[config.mk]
export PLATFORM = sky130hd
export DESIGN_NAME = kyber_bram_sequencer
export DESIGN_NICKNAME = d
export VERILOG_FILES = /design/src/rtl/kyber_bram_sequencer.sv
export SDC_FILE = /design/constraint.sdc
export NUM_CORES = 1
export LEC_CHECK = 0
export ABC_CLOCK_PERIOD_IN_PS = 3000
export CAP_MARGIN = 20
export CORE_AREA = 2 2 211 213
export DETAILED_ROUTE_END_ITERATION = 16
export DIE_AREA = 0 0 213 215
export PLACE_DENSITY = 0.41
export SYNTH_ARGS = -nofsm -noshare
export SYNTH_HDL_FRONTEND = slang
export SYNTH_SLANG_ARGS = --single-unit
[constraint.sdc]
create_clock -name s_axi_aclk -period 3 [get_ports s_axi_aclk]
set_input_delay 0.3 -clock s_axi_aclk [delete_from_list [all_inputs] [get_ports s_axi_aclk]]
set_output_delay 0.3 -clock s_axi_aclk [all_outputs]
set_load 0.05 [all_outputs]
[src/rtl/kyber_bram_sequencer.sv]
// Kyber BRAM sequencer: loads a mode-dependent segment of port-B BRAM into the
// core input buffer, pulses the core start, waits for completion, then writes
// the core output words back to a mode-dependent store segment.
module kyber_bram_sequencer #(
   parameter int unsigned ADDR_W = 8,
   parameter int unsigned DATA_W = 128
) (
   input  logic              s_axi_aclk,
   input  logic              s_axi_aresetn,
   input  logic              start,
   input  logic [1:0]        mode,
   output logic              busy,
   output logic              done,
   output logic              err,
   output logic [ADDR_W-1:0] bram_addr,
   output logic              bram_en,
   output logic              bram_we,
   output logic [DATA_W-1:0] bram_wrdata,
   input  logic [DATA_W-1:0] bram_rddata,
   output logic              ld_valid,
   output logic [6:0]        ld_idx,
   output logic [DATA_W-1:0] ld_data,
   output logic              core_start,
   input  logic              core_finish,
   output logic [6:0]        st_idx,
   input  logic [DATA_W-1:0] st_data
);

   typedef enum logic [2:0] {
      StIdle, StLoad, StLdrain, StRun, StWait, StStore, StDone
   } state_e;

   state_e            state_q, state_d;
   logic [1:0]        mode_q, mode_d;
   logic [6:0]        cnt_q, cnt_d;
   logic [ADDR_W-1:0] addr_q, addr_d;
   logic              en_q, en_d;
   logic              we_q, we_d;
   logic              ld_valid_q, ld_valid_d;
   logic [6:0]        ld_idx_q, ld_idx_d;
   logic [6:0]        st_idx_q, st_idx_d;
   logic              core_start_q, core_start_d;
   logic              done_q, done_d;
   logic              busy_q, busy_d;
   logic              err_q, err_d;

   logic [1:0]        sel_mode;
   logic [ADDR_W-1:0] ld_base, st_base;
   logic [6:0]        ld_cnt, st_cnt;

   // Segment table; IDLE looks at the live mode so the first read issues on acceptance
   always_comb begin
      sel_mode = (state_q == StIdle) ? mode : mode_q;
      ld_base  = '0;
      ld_cnt   = '0;
      st_base  = '0;
      st_cnt   = '0;
      case (sel_mode)
         2'd0: begin
            ld_base = ADDR_W'(0);
            ld_cnt  = 7'd0;
            st_base = ADDR_W'(128);
            st_cnt  = 7'd98;
         end
         2'd1: begin
            ld_base = ADDR_W'(0);
            ld_cnt  = 7'd54;
            st_base = ADDR_W'(226);
            st_cnt  = 7'd2;
         end
         2'd2: begin
            ld_base = ADDR_W'(54);
            ld_cnt  = 7'd50;
            st_base = ADDR_W'(228);
            st_cnt  = 7'd2;
         end
         default: ;
      endcase
   end

   // Next-state and next-output computation; every output is registered
   always_comb begin
      state_d      = state_q;
      mode_d       = mode_q;
      cnt_d        = cnt_q;
      addr_d       = addr_q;
      en_d         = 1'b0;
      we_d         = 1'b0;
      ld_valid_d   = 1'b0;
      ld_idx_d     = ld_idx_q;
      st_idx_d     = st_idx_q;
      core_start_d = 1'b0;
      done_d       = 1'b0;
      err_d        = err_q;

      case (state_q)
         StIdle: begin
            if (start) begin
               if (mode == 2'd3) begin
                  err_d   = 1'b1;
                  done_d  = 1'b1;
                  state_d = StDone;
               end else begin
                  mode_d = mode;
                  err_d  = 1'b0;
                  if (ld_cnt == 7'd0) begin
                     core_start_d = 1'b1;
                     state_d      = StRun;
                  end else begin
                     cnt_d   = 7'd0;
                     addr_d  = ld_base;
                     en_d    = 1'b1;
                     state_d = StLoad;
                  end
               end
            end
         end
         StLoad: begin
            // Word cnt_q is being read now; its data shows up next cycle
            ld_valid_d = 1'b1;
            ld_idx_d   = cnt_q;
            if (cnt_q == ld_cnt - 7'd1) begin
               state_d = StLdrain;
            end else begin
               cnt_d  = cnt_q + 7'd1;
               addr_d = addr_q + ADDR_W'(1);
               en_d   = 1'b1;
            end
         end
         StLdrain: begin
            core_start_d = 1'b1;
            state_d      = StRun;
         end
         StRun: begin
            state_d = StWait;
         end
         StWait: begin
            if (core_finish) begin
               cnt_d    = 7'd0;
               st_idx_d = 7'd0;
               addr_d   = st_base;
               en_d     = 1'b1;
               we_d     = 1'b1;
               state_d  = StStore;
            end
         end
         StStore: begin
            if (cnt_q == st_cnt - 7'd1) begin
               done_d  = 1'b1;
               state_d = StDone;
            end else begin
               cnt_d    = cnt_q + 7'd1;
               st_idx_d = cnt_q + 7'd1;
               addr_d   = addr_q + ADDR_W'(1);
               en_d     = 1'b1;
               we_d     = 1'b1;
            end
         end
         StDone: begin
            state_d = StIdle;
         end
         default: begin
            state_d = StIdle;
         end
      endcase

      busy_d = (state_d != StIdle);
   end

   // State and registered outputs; reset aborts any transfer immediately
   always_ff @(posedge s_axi_aclk or negedge s_axi_aresetn) begin
      if (!s_axi_aresetn) begin
         state_q      <= StIdle;
         mode_q       <= 2'd0;
         cnt_q        <= 7'd0;
         addr_q       <= '0;
         en_q         <= 1'b0;
         we_q         <= 1'b0;
         ld_valid_q   <= 1'b0;
         ld_idx_q     <= 7'd0;
         st_idx_q     <= 7'd0;
         core_start_q <= 1'b0;
         done_q       <= 1'b0;
         busy_q       <= 1'b0;
         err_q        <= 1'b0;
      end else begin
         state_q      <= state_d;
         mode_q       <= mode_d;
         cnt_q        <= cnt_d;
         addr_q       <= addr_d;
         en_q         <= en_d;
         we_q         <= we_d;
         ld_valid_q   <= ld_valid_d;
         ld_idx_q     <= ld_idx_d;
         st_idx_q     <= st_idx_d;
         core_start_q <= core_start_d;
         done_q       <= done_d;
         busy_q       <= busy_d;
         err_q        <= err_d;
      end
   end

   assign busy        = busy_q;
   assign done        = done_q;
   assign err         = err_q;
   assign bram_addr   = addr_q;
   assign bram_en     = en_q;
   assign bram_we     = we_q;
   // Write data follows the core output mux, which follows st_idx in the same cycle
   assign bram_wrdata = st_data;
   assign ld_valid    = ld_valid_q;
   assign ld_idx      = ld_idx_q;
   assign ld_data     = bram_rddata;
   assign core_start  = core_start_q;
   assign st_idx      = st_idx_q;

endmodule

Word level (Yosys, flattened, before mapping):

Index checks and enable logic that the tools add are counted.

* equality and inequality tests: 16
* shift operators: 0
* bitwise logic cells: 1
* magnitude comparators: 0
* multipliers: 0
* multiplexer cells: 44
* add/subtract/negate cells: 4
* div/mod/pow operators: 0
* reductions and logical operators: 11

Operator list (number)
* 8-bit two-way mux: 6
* 7-bit two-way mux: 6
* 8-bit one-hot mux with 4 select lines: 1
* 7-bit one-hot mux with 2 select lines: 2
* 7-bit one-hot mux with 4 select lines: 1
* 8-bit one-hot mux with 3 select lines: 1
* 3-bit one-hot mux with 6 select lines: 1
* 3-bit two-way mux: 5
* 7-bit == test: 2
* 7-bit by 1-bit subtractor with 7-bit output (second input constant): 2
* 1-bit two-way mux: 13
* 2-bit inequality test (second input constant): 6
* 6-bit one-hot mux with 2 select lines: 1
* 8-bit by 1-bit adder with 8-bit output (second input constant): 1
* 7-bit by 1-bit adder with 7-bit output (second input constant): 1
* 7-bit zero test: 1
* 7-bit AND reduction: 1
* 3-bit by 2-bit == test with 1-bit output (second input constant): 2
* 3-bit == test (second input constant): 2
* 6-bit two-way mux: 1
* 1-bit one-hot mux with 2 select lines: 3
* 3-bit AND reduction: 2
* 2-bit == test (second input constant): 2
* 2-bit two-way mux: 2
* 11 further kinds: 11

* register bits: 41
* bits in writable memories: 0
* logic and storage cells: 89
* memory bits (read-only): 0
* memories kept: 0
* bits in latches: 0
* bits of input ports: 262

Longest topological paths before layout:

* word-level depth: 10
* gate-level depth with buffers: 12
* mapped depth without buffers: 10

Worst setup path after synthesis:

No wires, ideal clock.

* kind: register to register
* from: reg state_q[0]
* to: reg addr_q[1] (netlist: bram_addr[1])
* stages on the path, launching flop included: 12
* data arrival time: 2.903 ns
* setup slack: -0.028 ns
* setup time: 0.125 ns
* path buffers: 2
* clock period less this slack: 3.028 ns
* cells stage by stage: dfrtp_1 -> clkbuf_1 -> nor3_1 -> mux2_2 -> ha_1 -> xnor2_1 -> o2111ai_1 -> o21ai_4 -> and3_1 -> buf_6 -> inv_4 -> mux2_4

* longest elaborated chain between the ends: 9

Ends and longest elaborated chain
* start, declared: RTL line 33 `state_e state_q, state_d;`
* start signal, assigned: RTL line 173 `state_q <= StIdle;`
* start signal, assigned: RTL line 187 `state_q <= state_d;`
* 3-bit zero test: RTL line 53, 96
* 2-bit two-way mux: RTL line 53 `sel_mode = (state_q == StIdle) ? mode : mode_q;`
* 2-bit == test or 2-bit by 1-bit == test with 1-bit output (tied branches): RTL line 58 `case (sel_mode)`
* 2-bit OR reduction (no source line)
* 7-bit one-hot mux with 2 select lines: RTL line 58
* 7-bit by 1-bit subtractor with 7-bit output: RTL line 148 `if (cnt_q == st_cnt - 7'd1) begin`
* 7-bit == test: RTL line 148
* 2-bit inequality test (no source line)
* 7-bit AND reduction (no source line)
* end signal, assigned: RTL line 190 `addr_q <= addr_d;`
* end, declared: RTL line 36 `logic [ADDR_W-1:0] addr_q, addr_d;`

Parallel ways exist; a longest one is shown, timed or not. The select of a mux whose other input is x is not followed.
A chain may end at the register's enable or synchronous reset.

Worst setup path after layout:

* from: reg state_q[1]
* to: reg addr_q[6] (netlist: bram_addr[6])

The elaborated chain is that of the path after synthesis.

==> flow_summary.rst <==
.. list-table::
   :header-rows: 1

   * - Metric
     - Value
   * - Required time of the critical path
     - 3.17 ns
   * - Cells along the critical path
     - nor3_2, mux2_2, inv_1, ha_2, and4b_1, a21oi_1, o21ai_1, and3_1, buf_4, a211o_1
   * - Net count of the finished layout
     - 534
   * - Worst slack, placed
     - 0.111 ns
   * - Final estimated routing congestion in global placement
     - 0.718
   * - FFs w/ async S/R, synth
     - 1.00
   * - Count of clock tree sinks
     - 41
   * - Initial cell density of the core
     - 0.0972
   * - Synthesized cell area
     - 4240 um2
   * - Master of the slowest instance on the critical path
     - mux2_2
   * - Worst-case headroom to the max-slew limit
     - 0.522
   * - Number of endpoints failing setup at the final stage
     - 0
   * - Count of synthesis-stage warnings from yosys
     - 0
   * - Number of cells on the worst reg-to-reg path
     - 10
   * - # DRC
     - 0
   * - First-pass iteration count of the detailed router
     - 7
   * - Switching part of the total
     - 0.474
   * - Count of placed standard cells in the final layout, fillers left out
     - 858
   * - Status
     - finished clean
   * - Vias in the first global route
     - 2395
   * - Ant diodes
     - 0
   * - Crit-path max FO
     - 8
   * - Maximum VDD drop
     - 289 uV
   * - Yosys top cell by area
     - buf_4
   * - Post-synthesis register bit count
     - 41
   * - Y dimension of the die
     - 215 um
   * - CP Capture Type
     - flip-flop
   * - Cells after DPL
     - 848
   * - Power per cell area
     - 1010 nW/um2
   * - First-pass GRT wire length
     - 20200 um
   * - Area share of the largest cell type after synthesis
     - 0.453
   * - Critical Setup Path Class
     - flip-flop to flip-flop
   * - DIE WIDTH
     - 213 um
   * - Depth of the CTS H-tree
     - 2
   * - Number of fill cells in the layout
     - 5055
   * - RSZ-0062 raised after global routing
     - no
   * - Worst flop-to-flop path endpoint
     - bram_addr[6]
   * - Routed via count
     - 2257
   * - Number of core rows
     - 77
   * - Top-level port count
     - 547
   * - Post-route total power
     - 3.64 mW
   * - DP Wirelength
     - 12400 um
   * - Post-DR wirelength/cell
     - 17.6 um
   * - Power Internal
     - 1.91 mW
   * - Worst hold slack
     - 0.385 ns
   * - Post-Route Skew
     - 0.00372 ns
   * - Clock power share
     - 0.178
   * - Final cycle utilization of the critical path
     - 0.936
   * - Per-cell via count in the routed design
     - 2.63
   * - Remaining Overflow, GRT
     - 0
   * - Number of distinct library cells after synthesis
     - 56
   * - Post-synth EDFFs
     - 0
   * - Mean instance size in the synthesized netlist
     - 8.78 um2
   * - Clk_lat worst skew
     - 0.29 ns
   * - Worst Max-Slew Pin Slew
     - 0.715 ns
   * - Worst reg-to-reg setup slack
     - 0.19 ns
   * - Net switching power of the design
     - 1.73 mW
   * - Startpoint of the worst-slack reg-to-reg timing path
     - state_q[1]
   * - Synth Flop Type
     - dfrtp_1
   * - Leakage power summed over all cells
     - 1.29 nW
   * - Clock tree from TritonCTS
     - yes
   * - Initial antenna violation count
     - 0
   * - Longest Clk Path Bufs
     - 2
   * - Final worst setup slack
     - 0.193 ns
   * - Slew Viols, Final
     - 0
   * - Final hold viol count
     - 0
   * - Synthesized instance count
     - 483
   * - DIE AREA
     - 45800 um2
   * - Final wirelength
     - 15100 um
   * - HP Class
     - input port to async pin
   * - Worst-path clk slew
     - 0.06 ns
   * - Tot GR Track Use
     - 0.0635
   * - DRT antenna net count
     - 0
   * - Layout overhead on the synthesized area
     - -15.3%
   * - CORE AREA
     - 43600 um2
   * - Main area contributors after synthesis
     - buf_4, dfrtp_1, mux2_2
   * - Time the worst path needs with I/O delays and setup
     - 2.81 ns
   * - Part of the total power dissipated in combinational logic
     - 0.534
   * - Ratio of cells with drive above 1 in the final layout
     - 0.158
   * - Input/output buffers
     - 34
   * - TNS Setup
     - 0 ns
   * - Root buffer selected by CTS
     - clkbuf_16
   * - Worst Path Arrival
     - 2.98 ns
   * - CP max stage delay
     - 0.40 ns
   * - Initial detailed-routing violation count
     - 110
   * - Total CTS buffers
     - 5
   * - Net Count, Synth
     - 752
   * - Pin count of the biggest net entering global routing
     - 42
   * - Max frequency
     - 0.356 GHz
   * - # Max-Cap Violations
     - 0
   * - Share of the yosys chip area belonging to registers
     - 0.242
   * - Sequential Power Share
     - 0.288
   * - CP Launch Type
     - flip-flop
==> metal layers <==
layer  global-route usage  wire, um  share of wire  vias to the layer above
met3               0.0479      2630           0.17                       94
met5              0.00970        58         0.0038                        -
li1                     -         -              -                      899
met2                0.103      7100           0.47                      238
met1               0.0520      4270           0.28                     1024
met4               0.0452      1040          0.069                        2
==> worst max-delay path by stage <==
stage / start / end / slack, ns / cells past startpoint
floorplan: state_q[1] / bram_addr[1] / 0.06 / 11
global route: state_q[1] / bram_addr[2] / 0.05 / 9
global placement: mode[0] / bram_addr[6] / 0.14 / 10
finish: state_q[1] / bram_addr[6] / 0.19 / 10
detailed placement: mode[0] / bram_addr[6] / 0.11 / 10
CTS: state_q[1] / bram_addr[6] / 0.13 / 9
==> synthesized netlist by cell type, types with 2 or more instances <==
cell type    n
nand4_1      7
o21a_1       2
nor3_1       2
nand3b_1     2
a22o_1       2
clkbuf_1     3
dfrtp_1     41
o2111ai_1    3
a31oi_1      4
xor2_1       7
nor2_1      17
mux2_2      10
a21oi_1      3
nand2b_1     3
mux2_4       4
or3_1        2
a211o_1      2
and4b_1      2
o21ai_0     10
nand2_1     22
buf_2        6
and3_1       4
and2_1       3
ha_1         7
o31ai_1      7
xnor2_1      4
nand3_1      8
buf_4      256
inv_1        9
buf_6        3
o22ai_1      3
==> through the flow <==
step           cell area (um2)    util
2_1_floorplan             4250       -
3_3_place_gp              3380  0.0774
3_5_place_dp              3380  0.0774
4_1_cts                   3560  0.0815
5_1_grt                   3590  0.0823
6_report                  3590  0.0823
==> what timing repair did <==
item                                    CTS  global route
buffers inserted                          0             0
resized for setup                         0             2
endpoints found under the setup margin    0             2
hold buffers                              0             1
hold endpoints to repair                  0             3
==> kinds of logic after synthesis <==
group,synth area share
buf+inv,0.482
simple gates,0.108
compound gates,0.0814
flops,0.242
mux,0.0431
xor+xnor,0.0227
fa+ha+maj,0.0207
==> power groups by stage <==
stage	clock (mW)	sequential (mW)	combinational (mW)
after global placement	0	1.07	1.99
after global routing	0.688	1.09	2.13
after detailed placement	0	1.07	1.99
after CTS	0.667	1.06	2.00
after floorplan	0	1.43	1.83
final	0.649	1.05	1.94
==> cells in the final DEF, fill, tap and decap left out, drive strengths merged, types with 8 or more instances in the layout <==
cell and count:
nand3 8, clkdlybuf4s50 33, mux2 14, inv 11, dfrtp 41, o21ai 12, buf 10, nor2 18
nand2 22
==> worst max-delay path, delay by kind of cell (launching register included) <==
kind / cells / cell delay (ns)
AO/OA/AOI/OAI: 3 / 0.62
AND/OR/NAND/NOR: 3 / 0.71
adder cells (fa/ha/maj): 1 / 0.31
multiplexers: 1 / 0.40
buffers and inverters: 2 / 0.26
flip-flops: 1 / 0.39
==> layout make-up <==
type | count | area (um2) | share of cell area
repair buffers | 44 | 429 | 0.119
well taps | 592 | 741 | 0.206
clock inverters | 2 | 37.5 | 0.0104
multi-input cells | 162 | 1180 | 0.327
inverters | 11 | 43.8 | 0.0122
clock buffers | 6 | 139 | 0.0387
flip-flops and latches | 41 | 1030 | 0.286
==> flip-flops by register name (all words and copies together) (netlist names) <==
name,flops
ld_idx,7
bram_addr,8
core_start,1
cnt_q,7
err,1
st_idx,7
state_q,3
bram_we,1
done,1
bram_en,1
ld_valid,1
mode_q,2
busy,1
(Power assumes the default switching activity.)
